`config.mk`:
```
export PLATFORM = sky130hd
export DESIGN_NAME = uart_core_flat
export DESIGN_NICKNAME = d
export VERILOG_FILES = /design/src/rtl/uart_core_if.sv /design/src/rtl/uart_core.sv /design/src/flat_wrapper.sv
export SDC_FILE = /design/constraint.sdc
export NUM_CORES = 1
export LEC_CHECK = 0
export ABC_AREA = 0
export CAP_MARGIN = 20
export CORE_UTILIZATION = 48
export DETAILED_ROUTE_END_ITERATION = 10
export PLACE_DENSITY = 0.71
export RECOVER_POWER = 50
export SETUP_SLACK_MARGIN = 0.3
export SLEW_MARGIN = 20
export SYNTH_ARGS = -nofsm -noshare
export SYNTH_HDL_FRONTEND = slang
export SYNTH_SLANG_ARGS = --single-unit
```
`constraint.sdc`:
```
create_clock -name clk -period 3.9 [get_ports clk]
set_input_delay 0.78 -clock clk [delete_from_list [all_inputs] [get_ports clk]]
set_output_delay 0.78 -clock clk [all_outputs]
set_load 0.01 [all_outputs]
```
`src/rtl/uart_core_if.sv`:
```
// uart_core_if: register-file side bundle of the UART engine.
//   THR    tx holding word (only [7:0] used)
//   UCR    control word: [0]TXEN [1]RXEN [2]PEN [3]PODD [6]RXIE [7]TXIE [15:8]DIV
//   thr_wr 1-clk pulse, THR was just written
//   rbr_rd 1-clk pulse, RBR was just read
//   RBR    {8'h00, last received byte}
//   USR    status: [0]THRE [1]TEMT [2]RDR [3]OE [4]PE [5]FE [6]TXBUSY
//   irq    (RDR&RXIE) | (THRE&TXIE)
// master = register file, slave = uart_core.
interface uart_core_if;
  logic [15:0] THR;
  logic [15:0] UCR;
  logic        thr_wr;
  logic        rbr_rd;
  logic [15:0] RBR;
  logic [15:0] USR;
  logic        irq;

  modport master (output THR, UCR, thr_wr, rbr_rd, input RBR, USR, irq);
  modport slave  (input THR, UCR, thr_wr, rbr_rd, output RBR, USR, irq);
endinterface

```
`src/rtl/uart_core.sv`:
```
// uart_core: serial UART engine behind the peripheral register file.
//   clk     system clock
//   Ireset2 asynchronous active-high reset
//   rxd     serial input, idle high, asynchronous to clk
//   txd     serial output, idle high
//   bus     uart_core_if.slave: THR/UCR/thr_wr/rbr_rd in, RBR/USR/irq out
// Frame: start, 8 data LSB first, optional parity (even, or odd when PODD), stop.
// Bit period is OVS*(DIV+1) clk.
module uart_core #(
  parameter int unsigned OVS     = 16,
  parameter int unsigned SYNC_FF = 2
) (
  input  logic       clk,
  input  logic       Ireset2,
  input  logic       rxd,
  output logic       txd,
  uart_core_if.slave bus
);
  localparam int unsigned CntW = 16;
  localparam int unsigned OvsW = $clog2(OVS);

  typedef enum logic [2:0] {TxIdle, TxStart, TxData, TxParity, TxStop} tx_state_e;
  typedef enum logic [2:0] {RxIdle, RxStart, RxData, RxParity, RxStop} rx_state_e;

  logic       w_txen, w_rxen, w_pen, w_podd, w_rxie, w_txie;
  logic [7:0] w_div;
  logic       w_unused;
  assign w_txen   = bus.UCR[0];
  assign w_rxen   = bus.UCR[1];
  assign w_pen    = bus.UCR[2];
  assign w_podd   = bus.UCR[3];
  assign w_rxie   = bus.UCR[6];
  assign w_txie   = bus.UCR[7];
  assign w_div    = bus.UCR[15:8];
  assign w_unused = ^{bus.THR[15:8], bus.UCR[5:4]};

  // ---------------- transmitter ----------------
  tx_state_e       r_tx_state, w_tx_state_nxt;
  logic [7:0]      r_hold, w_hold_nxt, r_tx_sh, w_tx_sh_nxt;
  logic [2:0]      r_tx_idx, w_tx_idx_nxt;
  logic            r_thre, w_thre_nxt, r_tx_busy, w_tx_busy_nxt;
  logic            r_tx_par, w_tx_par_nxt, r_tx_pen, w_tx_pen_nxt;
  logic            r_txd, w_txd_nxt, w_tx_load, w_tx_bit_end;
  logic [CntW-1:0] r_tx_cnt, w_tx_cnt_nxt, r_tx_len, w_tx_len_nxt, w_tx_len_new;

  // Bit length is latched at each bit start so a DIV write lands on a bit boundary.
  assign w_tx_len_new = CntW'(OVS * (32'(w_div) + 32'd1));
  assign w_tx_bit_end = (r_tx_cnt == r_tx_len - CntW'(1));

  always_comb begin
    w_tx_state_nxt = r_tx_state;
    w_hold_nxt     = r_hold;
    w_tx_sh_nxt    = r_tx_sh;
    w_tx_idx_nxt   = r_tx_idx;
    w_thre_nxt     = r_thre;
    w_tx_busy_nxt  = r_tx_busy;
    w_tx_par_nxt   = r_tx_par;
    w_tx_pen_nxt   = r_tx_pen;
    w_tx_cnt_nxt   = r_tx_cnt + CntW'(1);
    w_tx_len_nxt   = r_tx_len;
    w_tx_load      = 1'b0;
    w_txd_nxt      = 1'b1;
    unique case (r_tx_state)
      TxIdle: begin
        w_tx_cnt_nxt = '0;
        w_tx_load    = !r_thre && w_txen;
      end
      TxStart: begin
        w_txd_nxt = 1'b0;
        if (w_tx_bit_end) w_tx_state_nxt = TxData;
      end
      TxData: begin
        w_txd_nxt = r_tx_sh[0];
        if (w_tx_bit_end) begin
          w_tx_sh_nxt  = {1'b0, r_tx_sh[7:1]};
          w_tx_idx_nxt = r_tx_idx + 3'd1;
          if (r_tx_idx == 3'd7) w_tx_state_nxt = r_tx_pen ? TxParity : TxStop;
        end
      end
      TxParity: begin
        w_txd_nxt = r_tx_par;
        if (w_tx_bit_end) w_tx_state_nxt = TxStop;
      end
      TxStop: begin
        if (w_tx_bit_end) begin
          // Holding word waiting: chain straight into the next start bit.
          if (!r_thre && w_txen) begin
            w_tx_load = 1'b1;
          end else begin
            w_tx_state_nxt = TxIdle;
            w_tx_busy_nxt  = 1'b0;
          end
        end
      end
      default: w_tx_state_nxt = TxIdle;
    endcase
    if (w_tx_bit_end && r_tx_state != TxIdle) begin
      w_tx_cnt_nxt = '0;
      w_tx_len_nxt = w_tx_len_new;
    end
    if (w_tx_load) begin
      w_tx_state_nxt = TxStart;
      w_tx_sh_nxt    = r_hold;
      w_tx_idx_nxt   = '0;
      w_tx_par_nxt   = (^r_hold) ^ w_podd;
      w_tx_pen_nxt   = w_pen;
      w_thre_nxt     = 1'b1;
      w_tx_busy_nxt  = 1'b1;
      w_tx_cnt_nxt   = '0;
      w_tx_len_nxt   = w_tx_len_new;
    end
    // A write while the holding register is full is dropped.
    if (bus.thr_wr && r_thre) begin
      w_hold_nxt = bus.THR[7:0];
      w_thre_nxt = 1'b0;
    end
  end

  always_ff @(posedge clk or posedge Ireset2) begin
    if (Ireset2) begin
      r_tx_state <= TxIdle;
      r_hold     <= '0;
      r_tx_sh    <= '0;
      r_tx_idx   <= '0;
      r_thre     <= 1'b1;
      r_tx_busy  <= 1'b0;
      r_tx_par   <= 1'b0;
      r_tx_pen   <= 1'b0;
      r_tx_cnt   <= '0;
      r_tx_len   <= '0;
      r_txd      <= 1'b1;
    end else begin
      r_tx_state <= w_tx_state_nxt;
      r_hold     <= w_hold_nxt;
      r_tx_sh    <= w_tx_sh_nxt;
      r_tx_idx   <= w_tx_idx_nxt;
      r_thre     <= w_thre_nxt;
      r_tx_busy  <= w_tx_busy_nxt;
      r_tx_par   <= w_tx_par_nxt;
      r_tx_pen   <= w_tx_pen_nxt;
      r_tx_cnt   <= w_tx_cnt_nxt;
      r_tx_len   <= w_tx_len_nxt;
      r_txd      <= w_txd_nxt;
    end
  end

  // ---------------- receiver ----------------
  rx_state_e       r_rx_state, w_rx_state_nxt;
  logic [SYNC_FF-1:0] r_sync;
  logic            r_rx_prev, w_rx_in, w_tick, w_rx_half, w_rx_full, w_rx_done;
  logic [7:0]      r_rx_pre, w_rx_pre_nxt, r_rx_sh, w_rx_sh_nxt, r_rbr, w_rbr_nxt;
  logic [OvsW-1:0] r_rx_ovs, w_rx_ovs_nxt;
  logic [2:0]      r_rx_idx, w_rx_idx_nxt;
  logic            r_rx_perr, w_rx_perr_nxt;
  logic            r_rdr, w_rdr_nxt, r_oe, w_oe_nxt, r_pe, w_pe_nxt, r_fe, w_fe_nxt;
  logic            r_irq, w_irq_nxt;

  assign w_rx_in      = r_sync[SYNC_FF-1];
  assign w_tick       = (r_rx_pre >= w_div);
  assign w_rx_pre_nxt = w_tick ? 8'd0 : r_rx_pre + 8'd1;
  assign w_rx_half    = w_tick && (r_rx_ovs == OvsW'(OVS / 2 - 1));
  assign w_rx_full    = w_tick && (r_rx_ovs == OvsW'(OVS - 1));

  always_comb begin
    w_rx_state_nxt = r_rx_state;
    w_rx_ovs_nxt   = w_tick ? r_rx_ovs + OvsW'(1) : r_rx_ovs;
    w_rx_sh_nxt    = r_rx_sh;
    w_rx_idx_nxt   = r_rx_idx;
    w_rx_perr_nxt  = r_rx_perr;
    w_rx_done      = 1'b0;
    unique case (r_rx_state)
      RxIdle: begin
        w_rx_ovs_nxt = '0;
        if (r_rx_prev && !w_rx_in) w_rx_state_nxt = RxStart;
      end
      RxStart: begin
        // Mid-start check rejects short glitches.
        if (w_rx_half) begin
          w_rx_ovs_nxt   = '0;
          w_rx_idx_nxt   = '0;
          w_rx_perr_nxt  = 1'b0;
          w_rx_state_nxt = w_rx_in ? RxIdle : RxData;
        end
      end
      RxData: begin
        if (w_rx_full) begin
          w_rx_ovs_nxt = '0;
          w_rx_sh_nxt  = {w_rx_in, r_rx_sh[7:1]};
          w_rx_idx_nxt = r_rx_idx + 3'd1;
          if (r_rx_idx == 3'd7) w_rx_state_nxt = w_pen ? RxParity : RxStop;
        end
      end
      RxParity: begin
        if (w_rx_full) begin
          w_rx_ovs_nxt   = '0;
          w_rx_perr_nxt  = w_rx_in ^ (^r_rx_sh) ^ w_podd;
          w_rx_state_nxt = RxStop;
        end
      end
      RxStop: begin
        if (w_rx_full) begin
          w_rx_done      = 1'b1;
          w_rx_state_nxt = RxIdle;
        end
      end
      default: w_rx_state_nxt = RxIdle;
    endcase
    if (!w_rxen) begin
      w_rx_state_nxt = RxIdle;
      w_rx_done      = 1'b0;
    end
  end

  always_comb begin
    w_rbr_nxt = r_rbr;
    w_rdr_nxt = r_rdr && !bus.rbr_rd;
    w_oe_nxt  = r_oe && !bus.rbr_rd;
    w_pe_nxt  = r_pe && !bus.rbr_rd;
    w_fe_nxt  = r_fe && !bus.rbr_rd;
    // A completing byte wins over a simultaneous read.
    if (w_rx_done) begin
      w_rbr_nxt = r_rx_sh;
      w_rdr_nxt = 1'b1;
      w_oe_nxt  = w_oe_nxt || (r_rdr && !bus.rbr_rd);
      w_pe_nxt  = w_pe_nxt || r_rx_perr;
      w_fe_nxt  = w_fe_nxt || !w_rx_in;
    end
    w_irq_nxt = (w_rdr_nxt && w_rxie) || (w_thre_nxt && w_txie);
  end

  always_ff @(posedge clk or posedge Ireset2) begin
    if (Ireset2) begin
      r_sync     <= '1;
      r_rx_prev  <= 1'b1;
      r_rx_state <= RxIdle;
      r_rx_pre   <= '0;
      r_rx_ovs   <= '0;
      r_rx_sh    <= '0;
      r_rx_idx   <= '0;
      r_rx_perr  <= 1'b0;
      r_rbr      <= '0;
      r_rdr      <= 1'b0;
      r_oe       <= 1'b0;
      r_pe       <= 1'b0;
      r_fe       <= 1'b0;
      r_irq      <= 1'b0;
    end else begin
      r_sync     <= {r_sync[SYNC_FF-2:0], rxd};
      r_rx_prev  <= w_rx_in;
      r_rx_state <= w_rx_state_nxt;
      r_rx_pre   <= w_rx_pre_nxt;
      r_rx_ovs   <= w_rx_ovs_nxt;
      r_rx_sh    <= w_rx_sh_nxt;
      r_rx_idx   <= w_rx_idx_nxt;
      r_rx_perr  <= w_rx_perr_nxt;
      r_rbr      <= w_rbr_nxt;
      r_rdr      <= w_rdr_nxt;
      r_oe       <= w_oe_nxt;
      r_pe       <= w_pe_nxt;
      r_fe       <= w_fe_nxt;
      r_irq      <= w_irq_nxt;
    end
  end

  assign txd     = r_txd;
  assign bus.RBR = {8'h00, r_rbr};
  assign bus.USR = {9'h000, r_tx_busy, r_fe, r_pe, r_oe, r_rdr, r_thre & ~r_tx_busy, r_thre};
  assign bus.irq = r_irq;
endmodule

```
`src/flat_wrapper.sv`:
```
// flat-port wrapper written by rule: the top's interface ports become plain ports
module uart_core_flat 
#(
  parameter int unsigned OVS     = 16,
  parameter int unsigned SYNC_FF = 2
)
  (clk, Ireset2, rxd, txd, bus_THR, bus_UCR, bus_thr_wr, bus_rbr_rd, bus_RBR, bus_USR, bus_irq);
  uart_core_if bus_i ();
  input  logic clk;
  input  logic Ireset2;
  input  logic rxd;
  output logic txd;
  input wire logic [$bits(bus_i.THR)-1:0] bus_THR;
  input wire logic [$bits(bus_i.UCR)-1:0] bus_UCR;
  input wire logic [$bits(bus_i.thr_wr)-1:0] bus_thr_wr;
  input wire logic [$bits(bus_i.rbr_rd)-1:0] bus_rbr_rd;
  output wire logic [$bits(bus_i.RBR)-1:0] bus_RBR;
  output wire logic [$bits(bus_i.USR)-1:0] bus_USR;
  output wire logic [$bits(bus_i.irq)-1:0] bus_irq;
  assign bus_i.THR = bus_THR;
  assign bus_i.UCR = bus_UCR;
  assign bus_i.thr_wr = bus_thr_wr;
  assign bus_i.rbr_rd = bus_rbr_rd;
  assign bus_RBR = bus_i.RBR;
  assign bus_USR = bus_i.USR;
  assign bus_irq = bus_i.irq;
  uart_core #(.OVS(OVS), .SYNC_FF(SYNC_FF)) u_core (.clk(clk), .Ireset2(Ireset2), .rxd(rxd), .txd(txd), .bus(bus_i));
endmodule
```
Word level (Yosys, flattened, before mapping)
Cells that the tools add are included.
- bits in registers: 102
- output and inout port bits: 34
- input port bits: 37
- reductions and logical operators: 38
- bitwise operators: 5
- $lt $le $gt $ge: 1
- add/sub/neg operators: 7
- mux-type cells: 58
- eq/ne operators: 30
- operators by type and width (cell ; count):
    2-to-1 mux 16 bit ; 5
    2-to-1 mux 3 bit ; 21
    2-to-1 mux 8 bit ; 4
    case mux 3 bit (5 select lines) ; 2
    inequality test 3 x 2 -> 1 bit (second input constant) ; 7
    2-to-1 mux 1 bit ; 17
    adder 16 x 1 -> 16 bit (second input constant) ; 1
    equality test 16 bit ; 1
    XOR reduction 8 bit ; 2
    subtractor 16 x 1 -> 16 bit (second input constant) ; 1
    inequality test 3 x 1 -> 1 bit (second input constant) ; 5
    equality test 3 x 2 -> 1 bit (second input constant) ; 4
    equality test 3 bit (second input constant) ; 4
    logical AND 1 bit ; 12
    2-to-1 mux 4 bit ; 3
    case mux 4 bit (3 select lines) ; 1
    nonzero test 2 bit ; 6
    inequality test 2 x 1 -> 1 bit (second input constant) ; 5
    adder 8 x 1 -> 9 bit (second input constant) ; 1
    AND reduction 3 bit ; 3
    adder 8 x 1 -> 8 bit (second input constant) ; 1
    greater-or-equal comparator 8 bit ; 1
    AND reduction 7 bit ; 1
    adder 3 x 1 -> 3 bit (second input constant) ; 2
    other kinds (18) ; 29

Depth between registers and ports, before layout
Gate-level depths: netlist of run 1.
- depth after elaboration: 9
- depth in mapped cells: 11
- mapped depth without buffers: 9

Least setup slack after synthesis of run 1
OpenSTA, ideal clock, no wires.
- kind: input to register
- start point: input port bus_UCR[8]
- end point: register u_core.r_rx_sh[0]
- setup slack: 1108 ps
- stages on the path: 9
- required time: 3775 ps
- setup time: 125 ps
- arrival time: 2667 ps
- cell sequence: ha_1 -> nand2b_1 -> a21o_1 -> a21oi_1 -> o211ai_1 -> and2_0 -> buf_1 -> nand4_1 -> mux2_2
- cells in the longest elaborated chain, start to end: 3
- RTL lines (item ; RTL line ; source):
    start, declared ; flat_wrapper.sv:14 ; input wire logic [$bits(bus_i.UCR)-1:0] bus_UCR;
    greater-or-equal comparator 8 bit ; uart_core.sv:159 ; assign w_tick = (r_rx_pre >= w_div);
    logical AND 1 bit ; uart_core.sv:162 ; assign w_rx_full = w_tick && (r_rx_ovs == OvsW'(OVS - 1));
    AND reduction 2 bit (no source line) ; n/a ;
    end signal, assigned ; uart_core.sv:253 ; r_rx_sh <= w_rx_sh_nxt;
    end, declared ; uart_core.sv:151 ; logic [7:0] r_rx_pre, w_rx_pre_nxt, r_rx_sh, w_rx_sh_nxt, r_rbr, w_rbr_nxt;
Every way passes these cells.
A chain may end at the register's enable or synchronous reset.

Worst setup path after layout of run 1
- start point: input port bus_UCR[8]
- end point: register u_core.r_rx_sh[5]
The elaborated chain is that of the path after synthesis.

==> reports/results.ini, run 1 <==
[run_status]
status = finished, violations left
violations = capacitance limit, slew limit

[cells_and_area]
diodes = 0
layout_commonest_cell = dfrtp_1
fin_area_sq_um = 5890
nNetsFinal = 581
mostFrequentLayoutCells = dfrtp_1, nor2_1, clkdlybuf4s50_1, xnor2_1, mux2_2
fillers = 935
syn2layout_area_growth_pct = 13.1
final_layout_size_suffix_gt1_share_pct = 13.2

[logic_synthesis]
ys_async_sr_fraction_pct = 100
syn-cell-area_sq_um = 5210
synth_ff_type = dfrtp_1
yosysUniqueCellTypes = 68
ys_seq_area_share_pct = 45.8
syn_avg_cell_area_sq_um = 10.7
syn_inst = 486
ys_top_cells_by_area = dfrtp_1, mux2_2, xnor2_1, ha_1, buf_4
synth_top_area_share_pct = 43.2
synth_edf_count = 0
yosysWarnings = 0
ys_ff_latch = 95
yosysTopAreaCell = dfrtp_1

[placed_design]
gp_congestion = 0.905
dp_hpwl_microns = 7010
place_ws_ns = 0.278
port_buffers = 43
placed_cell_area_sq_um = 5690

[die]
die_w_microns = 106
fp.dieH_microns = 106
initial_core_util_pct = 50.0
rows = 37
ioPinCount = 71
die_area_sq_um = 11300
coreArea_sq_um = 10400

[route]
drt-pass1-iter-count = 6
vias = 3553
first_iter_violations = 147
wire_per_inst_microns = 14.5
routed_wl_microns = 9710
drc_errors = 0
antenna_left = 0
viasPerCell = 5.32

[grt]
antenna_found_initial = 0
grt_pass1_wl_microns = 17100
grt.overflow.total = 0
grt.total_usage_pct = 19.0
grt_max_degree = 57
grt_pass1_vias = 3601

[pwr]
peakVddDrop_mv = 0.274
pwr-share-clk_pct = 21.0
p_switching_mw = 1.12
pwr_density_cell_nw_per_um2 = 525
seq_power_share_pct = 47.2
netSwitchingFraction_pct = 36.2
p_int_mw = 1.97
pwr-share-comb_pct = 31.9
p_leak_nw = 2.68

[sta]
fin_ws_ns = 0.652
hold_violations = 0
post-route-period-util_pct = 83.3
skew_ns = 0.0170
grt_setup_unrepaired = false
relSlewSlack_pct = -23.9
fin_setup_tns_ns = 0
tightest_slew_ns = 1.85
whs_ns = 0.371
slew_violations = 40
post-route-min-period_ns = 3.25
fmax_mhz = 308
setup_viol = 0

[critical_path]
arrival_ns = 3.52
crit_path_max_incr_delay_ns = 0.52
critical_path.endpoint_type = register
path_max_fanout = 9
slowest_stage = o211ai_1
critPathKind = primary input to register
crit_family = simple AND/OR/NAND/NOR gates
cp_num_buf_inv = 1
startpoint_type = primary input
worstPathRequired_ns = 4.17
crit_chain = clkdlybuf4s50_1, ha_1, nand2b_1, a21o_1, a21oi_1, o211ai_1, and2_0, nand4_1, mux2_2

[clock_tree]
clkLatencyLatePin_ns = 0.38
h-tree-depth = 3
root_buffer = clkbuf_8
cts_sinks = 95
cts_setup_buffers = 0
ctsHoldBuffers = 0
path_clk_slew_ns = 0.11
cts-buffers-inserted = 9
cts_resized = 0
clk_path_buf_depth = 2
cts_tree = yes

[min_path]
hold_path.class = register to register

[flow_run]
drv_cap = 1

-- worst paths after layout --
kind	startpoint	end	slack [ns]	depth (start not counted)
worst max-delay path	bus_UCR[8]	u_core.r_rx_sh[5]	0.65	9
max in group asynchronous	Ireset2	u_core.r_thre	1.60	3
min in group asynchronous	Ireset2	u_core.r_rx_ovs[1]	1.33	2
worst min register to register	u_core.r_sync[0]	u_core.r_sync[1]	0.37	0
worst max register to register	u_core.r_tx_len[4]	u_core.r_tx_sh[3]	1.02	7
worst min-delay path	u_core.r_sync[0]	u_core.r_sync[1]	0.37	0
-- cell usage after synthesis, drive strengths merged (2+ instances only) --
library cell	instances
a211o	2
a211oi	2
a21boi	3
a21o	10
a21oi	16
a22o	11
a41o	2
and2	4
and3	7
buf	29
clkbuf	5
dfrtp	90
dfstp	5
ha	17
inv	20
mux2	33
mux2i	4
nand2	22
nand2b	4
nand3	25
nand3b	2
nand4	7
nand4b	3
nor2	47
nor2b	5
nor3	7
nor3b	2
nor4	3
o21ai	13
o31ai	4
o41ai	2
or2	2
or3	3
xnor2	37
xor2	19
-- stage by stage --
stage,power (mW),std cells,utilization (%)
2_1_floorplan,2.23,502,-
3_3_place_gp,2.42,652,54.7
3_5_place_dp,2.47,652,54.7
4_1_cts,3.13,668,56.6
5_1_grt,3.32,668,56.6
6_report,3.09,668,56.6
-- cell families (layout without fill, tap and decap cells) --
group,Yosys count,count (layout),share of synthesized area [%]
other,1,17,0.0720
muxes,37,37,7.90
xor gates and xnor gates,57,57,9.85
buffers and inverters,54,84,5.81
AOI/OAI and AO/OA,76,76,11.2
and+or+nand+nor,149,149,15.3
adders and majority gates,17,17,4.08
DFF,95,95,45.8
-- worst reg2reg max path: stages, from the launching register on --
cell	delay [ns]
dfrtp_1	0.44
nor4_2	0.54
and2b_1	0.27
mux2i_1	0.34
nand4b_4	0.21
a221oi_4	0.57
nor2_2	0.20
a21o_1	0.22
-- final cells by class --
cell class                 instances  area (sq um)  share of cell area (%)
timing repair buffer              48           480                    8.15
sequential                        95          2380                    40.4
clock inverter                     7          76.3                    1.30
inverter                          20          76.3                    1.30
clock buffer                       9           124                    2.10
tap                              136           170                    2.89
multi-input combinational        353          2580                    43.8
-- metal layers --
metal  track usage (%)  vias up  part of all wire [%]
met1              25.7     1717                    48
li1                  -     1746                     -
met3              5.09        6                   4.8
met5                 0        -                     0
met2              30.1       84                    46
met4              5.26        0                  0.88
-- power groups by stage --
| stage | sequential, mW | combinational (mW) | clock (mW) |
|---|---|---|---|
| global placement | 1.47 | 0.955 | 0 |
| CTS | 1.46 | 0.997 | 0.675 |
| floorplan | 1.40 | 0.830 | 0 |
| finish | 1.46 | 0.986 | 0.649 |
| detailed placement | 1.48 | 0.992 | 0 |
| global route | 1.50 | 1.11 | 0.711 |
-- state kept, by name, summed over array words and instances (netlist names), 4 cells and up --
register / flops
u_core.r_tx_len: 9
u_core.r_tx_cnt: 16
u_core.r_rbr: 8
u_core.r_rx_ovs: 4
u_core.r_rx_pre: 8
u_core.r_hold: 8
u_core.r_tx_sh: 8
u_core.r_rx_sh: 8
(Power assumes the default switching activity.)
==> run 2, diff against run 1 <==
- clock period: 3.9 -> 3.39 ns (I/O delays scaled with it)
==> run 2 against run 1 <==
Power increased by 16%; sequential power increased by 15%; hold slack got worse by 0.0024 ns; the flow now finishes without violations; via count increased by 0.53%; critical endpoint is now u_core.r_rx_sh[7]; first-iteration DRC count increased by 37%.
==> reports/results.ini, run 2 (synthesis results as in run 1) <==
[die]
die_area_sq_um = 11300
coreArea_sq_um = 10400
die_w_microns = 106
initial_core_util_pct = 50.0
ioPinCount = 71
fp.dieH_microns = 106
rows = 37

[cells_and_area]
final_layout_size_suffix_gt1_share_pct = 13.5
nNetsFinal = 582
mostFrequentLayoutCells = dfrtp_1, nor2_1, clkdlybuf4s50_1, xnor2_1, mux2_2
fin_area_sq_um = 5900
reg_top3 = u_core.r_tx_cnt x16, u_core.r_tx_len x9
syn2layout_area_growth_pct = 13.3
fin_util_pct = 56.6
largest_register_ffs = 16
top_register = u_core.r_tx_cnt
layout_commonest_cell = dfrtp_1
diodes = 0
fin_cells = 669

[clock_tree]
clkLatencyLatePin_ns = 0.37
cts-buffers-inserted = 9
clk_path_buf_depth = 2
path_clk_slew_ns = 0.11
root_buffer = clkbuf_8
h-tree-depth = 3
cts_sinks = 95
cts_setup_buffers = 0
cts_tree = yes
ctsHoldBuffers = 0
cts_resized = 0

[grt]
antenna_found_initial = 0
grt_pass1_wl_microns = 16900
grt.total_usage_pct = 18.6
grt.overflow.total = 0
grt_max_degree = 68
grt_pass1_vias = 3710

[route]
dr_wl_met2_microns = 4370
routed_wl_microns = 9400
viasPerCell = 5.34
routedLengthMet1_microns = 4450
wire_per_inst_microns = 14.0
drc_errors = 0
dr.max_layer_used = met4
first_iter_violations = 201
antenna_left = 0
vias = 3572
drt-pass1-iter-count = 6
met3_length_microns = 445

[sta]
setup_viol = 0
tightest_slew_ns = 1.19
fin_setup_tns_ns = 0
post-route-min-period_ns = 2.85
hold_violations = 0
relSlewSlack_pct = 20.2
grt_setup_unrepaired = false
skew_ns = 0.0172
fin_ws_ns = 0.541
whs_ns = 0.369
post-route-period-util_pct = 84.0
slew_violations = 0
fmax_mhz = 351

[min_path]
hold_path_depth = 0
hold_path.class = register to register
hold_end = u_core.r_sync[1]
hold_start = u_core.r_sync[0]

[pwr]
p_int_mw = 2.31
peakVddDrop_mv = 0.315
pwr_density_cell_nw_per_um2 = 609
seq_power_share_pct = 46.7
p_total_mw = 3.59
p_leak_nw = 2.69
p_switching_mw = 1.29
pwr-share-clk_pct = 21.3
netSwitchingFraction_pct = 35.8
pwr-share-comb_pct = 31.9

[critical_path]
r2r_cells = 10
critical_path.endpoint_type = register
worstPathRequired_ns = 3.65
rr_endpoint = u_core.r_tx_sh[6]
r2r_start = u_core.r_tx_len[4]
r2r_setup_slack_ns = 0.56
critPathKind = primary input to register
arrival_ns = 3.11
startpoint_type = primary input
path_max_fanout = 9

[placed_design]
dp_hpwl_microns = 6850
port_buffers = 43
place_ws_ns = 0.129
place_inst = 653
gp_congestion = 0.906
placed_cell_area_sq_um = 5700

[flow_run]
drv_cap = 0

[run_status]
status = completed

run 2: cell count changes in the layout (fill, tap and decap cells not counted), sizes merged:
cell	change
clkbuf	+2
clkinv	-2
inv	+1
run 2: final cells by class:
type                       instances  area [sq um]
fill                             900          4520
multi-input combinational        353          2590
sequential                        95          2380
timing repair buffer              49           475
tap                              136           170
clock buffer                      10           138
inverter                          20          76.3
clock inverter                     6          70.1
run 2: routing by layer:
| layer | up-vias | global-route usage (%) |
|---|---|---|
| met4 | 0 | 5.26 |
| met2 | 93 | 30.3 |
| li1 | 1751 | - |
| met3 | 12 | 4.72 |
| met5 | - | 0 |
| met1 | 1716 | 24.6 |
run 2: worst max-delay path by stage:
stage                            start                 to
floorplan                   bus_UCR[8]  u_core.r_rx_sh[0]
global placement            bus_UCR[8]  u_core.r_rx_sh[6]
detailed placement          bus_UCR[8]  u_core.r_rx_sh[7]
CTS                 u_core.r_tx_len[4]  u_core.r_tx_sh[6]
global route                bus_UCR[8]  u_core.r_rx_sh[7]
finish                      bus_UCR[8]  u_core.r_rx_sh[7]
run 2: power groups by stage:
stage	clock [mW]	sequential (mW)	combinational, mW
global placement	0	1.68	1.11
CTS	0.792	1.68	1.16
detailed placement	0	1.70	1.16
floorplan	0	1.61	0.955
global route	0.834	1.72	1.31
finish	0.766	1.68	1.15
run 2: critical path, stage by stage:
cell,delay [ns]
clkdlybuf4s50_1,0.50
ha_1,0.32
nand2b_1,0.09
a21o_1,0.11
a21oi_1,0.07
o211ai_1,0.30
and2_0,0.22
nand4_1,0.40
mux2_2,0.43
==> run 3, diff against run 2 <==
- clock period: 3.39 -> 2.8 ns (I/O delays scaled with it)
==> run 3 against run 2 <==
Global-route usage is 0.72 points higher; power is 27% higher; first-iteration DRC count is 9.0% lower; final cell count is 5.1% higher; flip-flop and latch count stayed put; cell area is 6.5% higher; critical endpoint is now u_core.r_tx_par; largest cell class unchanged; highest routed layer unchanged.
==> reports/results.ini, run 3 (synthesis results as in run 1) <==
[grt]
grt_util_met3_pct = 4.11
grt-busiest-layer = met2
grt_pass1_wl_microns = 17400
grt_max_degree = 96
grt.total_usage_pct = 19.3
grtUsageMet2_pct = 31.2
grt_pass1_vias = 3779
antenna_found_initial = 0
grt.overflow.total = 0
gr-usage-met1_pct = 25.4

[sta]
setup_viol = 0
tightest_slew_ns = 1.27
fin_ws_ns = 0.257
relSlewSlack_pct = 15.3
grt_setup_unrepaired = true
post-route-min-period_ns = 2.54
fmax_mhz = 393
slew_violations = 0
whs_ns = 0.369
hold_violations = 0
post-route-period-util_pct = 90.8
fin_setup_tns_ns = 0
skew_ns = 0.00767

[clock_tree]
root_buffer = clkbuf_8
path_clk_slew_ns = 0.10
cts-buffers-inserted = 9
clkLatencyLatePin_ns = 0.38
clk_path_buf_depth = 2
cts_sinks = 95
cts_tree = yes
ctsHoldBuffers = 0
h-tree-depth = 3

[route]
viasPerCell = 5.28
first_iter_violations = 183
antenna_left = 0
drt-pass1-iter-count = 4
wire_per_inst_microns = 14.2
drc_errors = 0
routed_wl_microns = 10000
vias = 3713

[pwr]
p_total_mw = 4.58
p_leak_nw = 2.91
pwr_density_cell_nw_per_um2 = 728
peakVddDrop_mv = 0.416

[cells_and_area]
syn2layout_area_growth_pct = 20.7
nNetsFinal = 616
fin_util_pct = 60.3
diodes = 0
fin_cells = 703
fin_area_sq_um = 6280
largest_register_ffs = 16
mostFrequentLayoutCells = dfrtp_1, nor2_1, xnor2_1, clkdlybuf4s50_1, buf_4
reg_top3 = u_core.r_tx_cnt x16, u_core.r_tx_len x9
top_register = u_core.r_tx_cnt
fillers = 895
layout_commonest_cell = dfrtp_1
final_layout_size_suffix_gt1_share_pct = 21.5

[critical_path]
arrival_ns = 2.82
rr_endpoint = u_core.r_tx_par
critPathCapture = u_core.r_tx_par
critical_path.endpoint_type = register
r2r_start = u_core.r_tx_len[4]
r2r_setup_slack_ns = 0.26
crit_path_max_incr_delay_ns = 0.46
worstSetupStartpoint = u_core.r_tx_len[4]
worstPathRequired_ns = 3.07
crit_chain = inv_2, ha_4, or3b_4, a211oi_2, a21boi_1, nand4b_4, a221oi_4, buf_4, mux2_4
slowest_stage = dfrtp_2
critPathKind = register to register
path_max_fanout = 4
r2r_cells = 9
startpoint_type = register

[placed_design]
port_buffers = 43
place_ws_ns = -0.166
dp_hpwl_microns = 6950
placed_cell_area_sq_um = 5900
place_inst = 671
gp_congestion = 0.894

[flow_run]
drv_cap = 0

[min_path]
hold_start = u_core.r_sync[0]
hold_path.class = register to register

[die]
ioPinCount = 71
die_w_microns = 106
coreArea_sq_um = 10400
initial_core_util_pct = 50.0
fp.dieH_microns = 106
die_area_sq_um = 11300
rows = 37

[run_status]
status = completed

-- run 3: cell count changes in the layout (fill, tap and decap cells not counted), sizes merged --
cell / before / now
dlymetal6s2s: 0 / 2
inv: 24 / 22
dlygate4sd2: 0 / 2
buf: 5 / 38
bufinv: 0 / 1
clkinv: 1 / 3
clkdlybuf4s50: 40 / 36
-- run 3: how the worst min path moves through the flow --
stage                             to  slack (ns)  depth (start not counted)
finish              u_core.r_sync[1]        0.37                          0
global route        u_core.r_sync[1]        0.38                          0
CTS                 u_core.r_sync[1]        0.37                          0
detailed placement  u_core.r_sync[1]        0.35                          0
global placement    u_core.r_sync[1]        0.35                          0
floorplan           u_core.r_sync[1]        0.35                          0
-- run 3: per-layer routing --
| metal | vias to the layer above | part of all wire, % |
|---|---|---|
| li1 | 1809 | - |
| met1 | 1810 | 47 |
| met2 | 82 | 48 |
| met3 | 12 | 4.1 |
| met4 | 0 | 1.5 |
| met5 | - | 0 |
-- run 3: critical path: cells and delay by family (launching register included) --
| family | cells | cell delay [ns] |
|---|---|---|
| AOI/OAI and AO/OA | 3 | 0.66 |
| adders and majority gates | 1 | 0.13 |
| buffers and inverters | 2 | 0.27 |
| DFF | 1 | 0.46 |
| muxes | 1 | 0.28 |
| and+or+nand+nor | 2 | 0.64 |
-- run 3: layout make-up --
cell class | instances | area, sq um | area share [%]
inverters | 20 | 78.8 | 1.25
well taps | 136 | 170 | 2.71
multi-input cells | 353 | 2660 | 42.3
repair buffers | 83 | 787 | 12.5
clock buffers | 9 | 124 | 1.97
flip-flops and latches | 95 | 2390 | 38.0
clock inverters | 7 | 80.1 | 1.27
-- run 3: timing repair --
action | 4_1_cts | 5_1_grt
setup endpoints to repair | 34 | 32
cloned | 1 | 0
pin swaps | 7 | 8
setup buffers | 11 | 4
gates resized for setup | 10 | 14
-- run 3: power breakdown --
group | switching, mW | internal, mW | leakage (nW) | total [mW]
logic | 0.719 | 0.869 | 1.57 | 1.59
clock network | 0.517 | 0.427 | 0.107 | 0.944
registers | 0.357 | 1.69 | 1.23 | 2.05
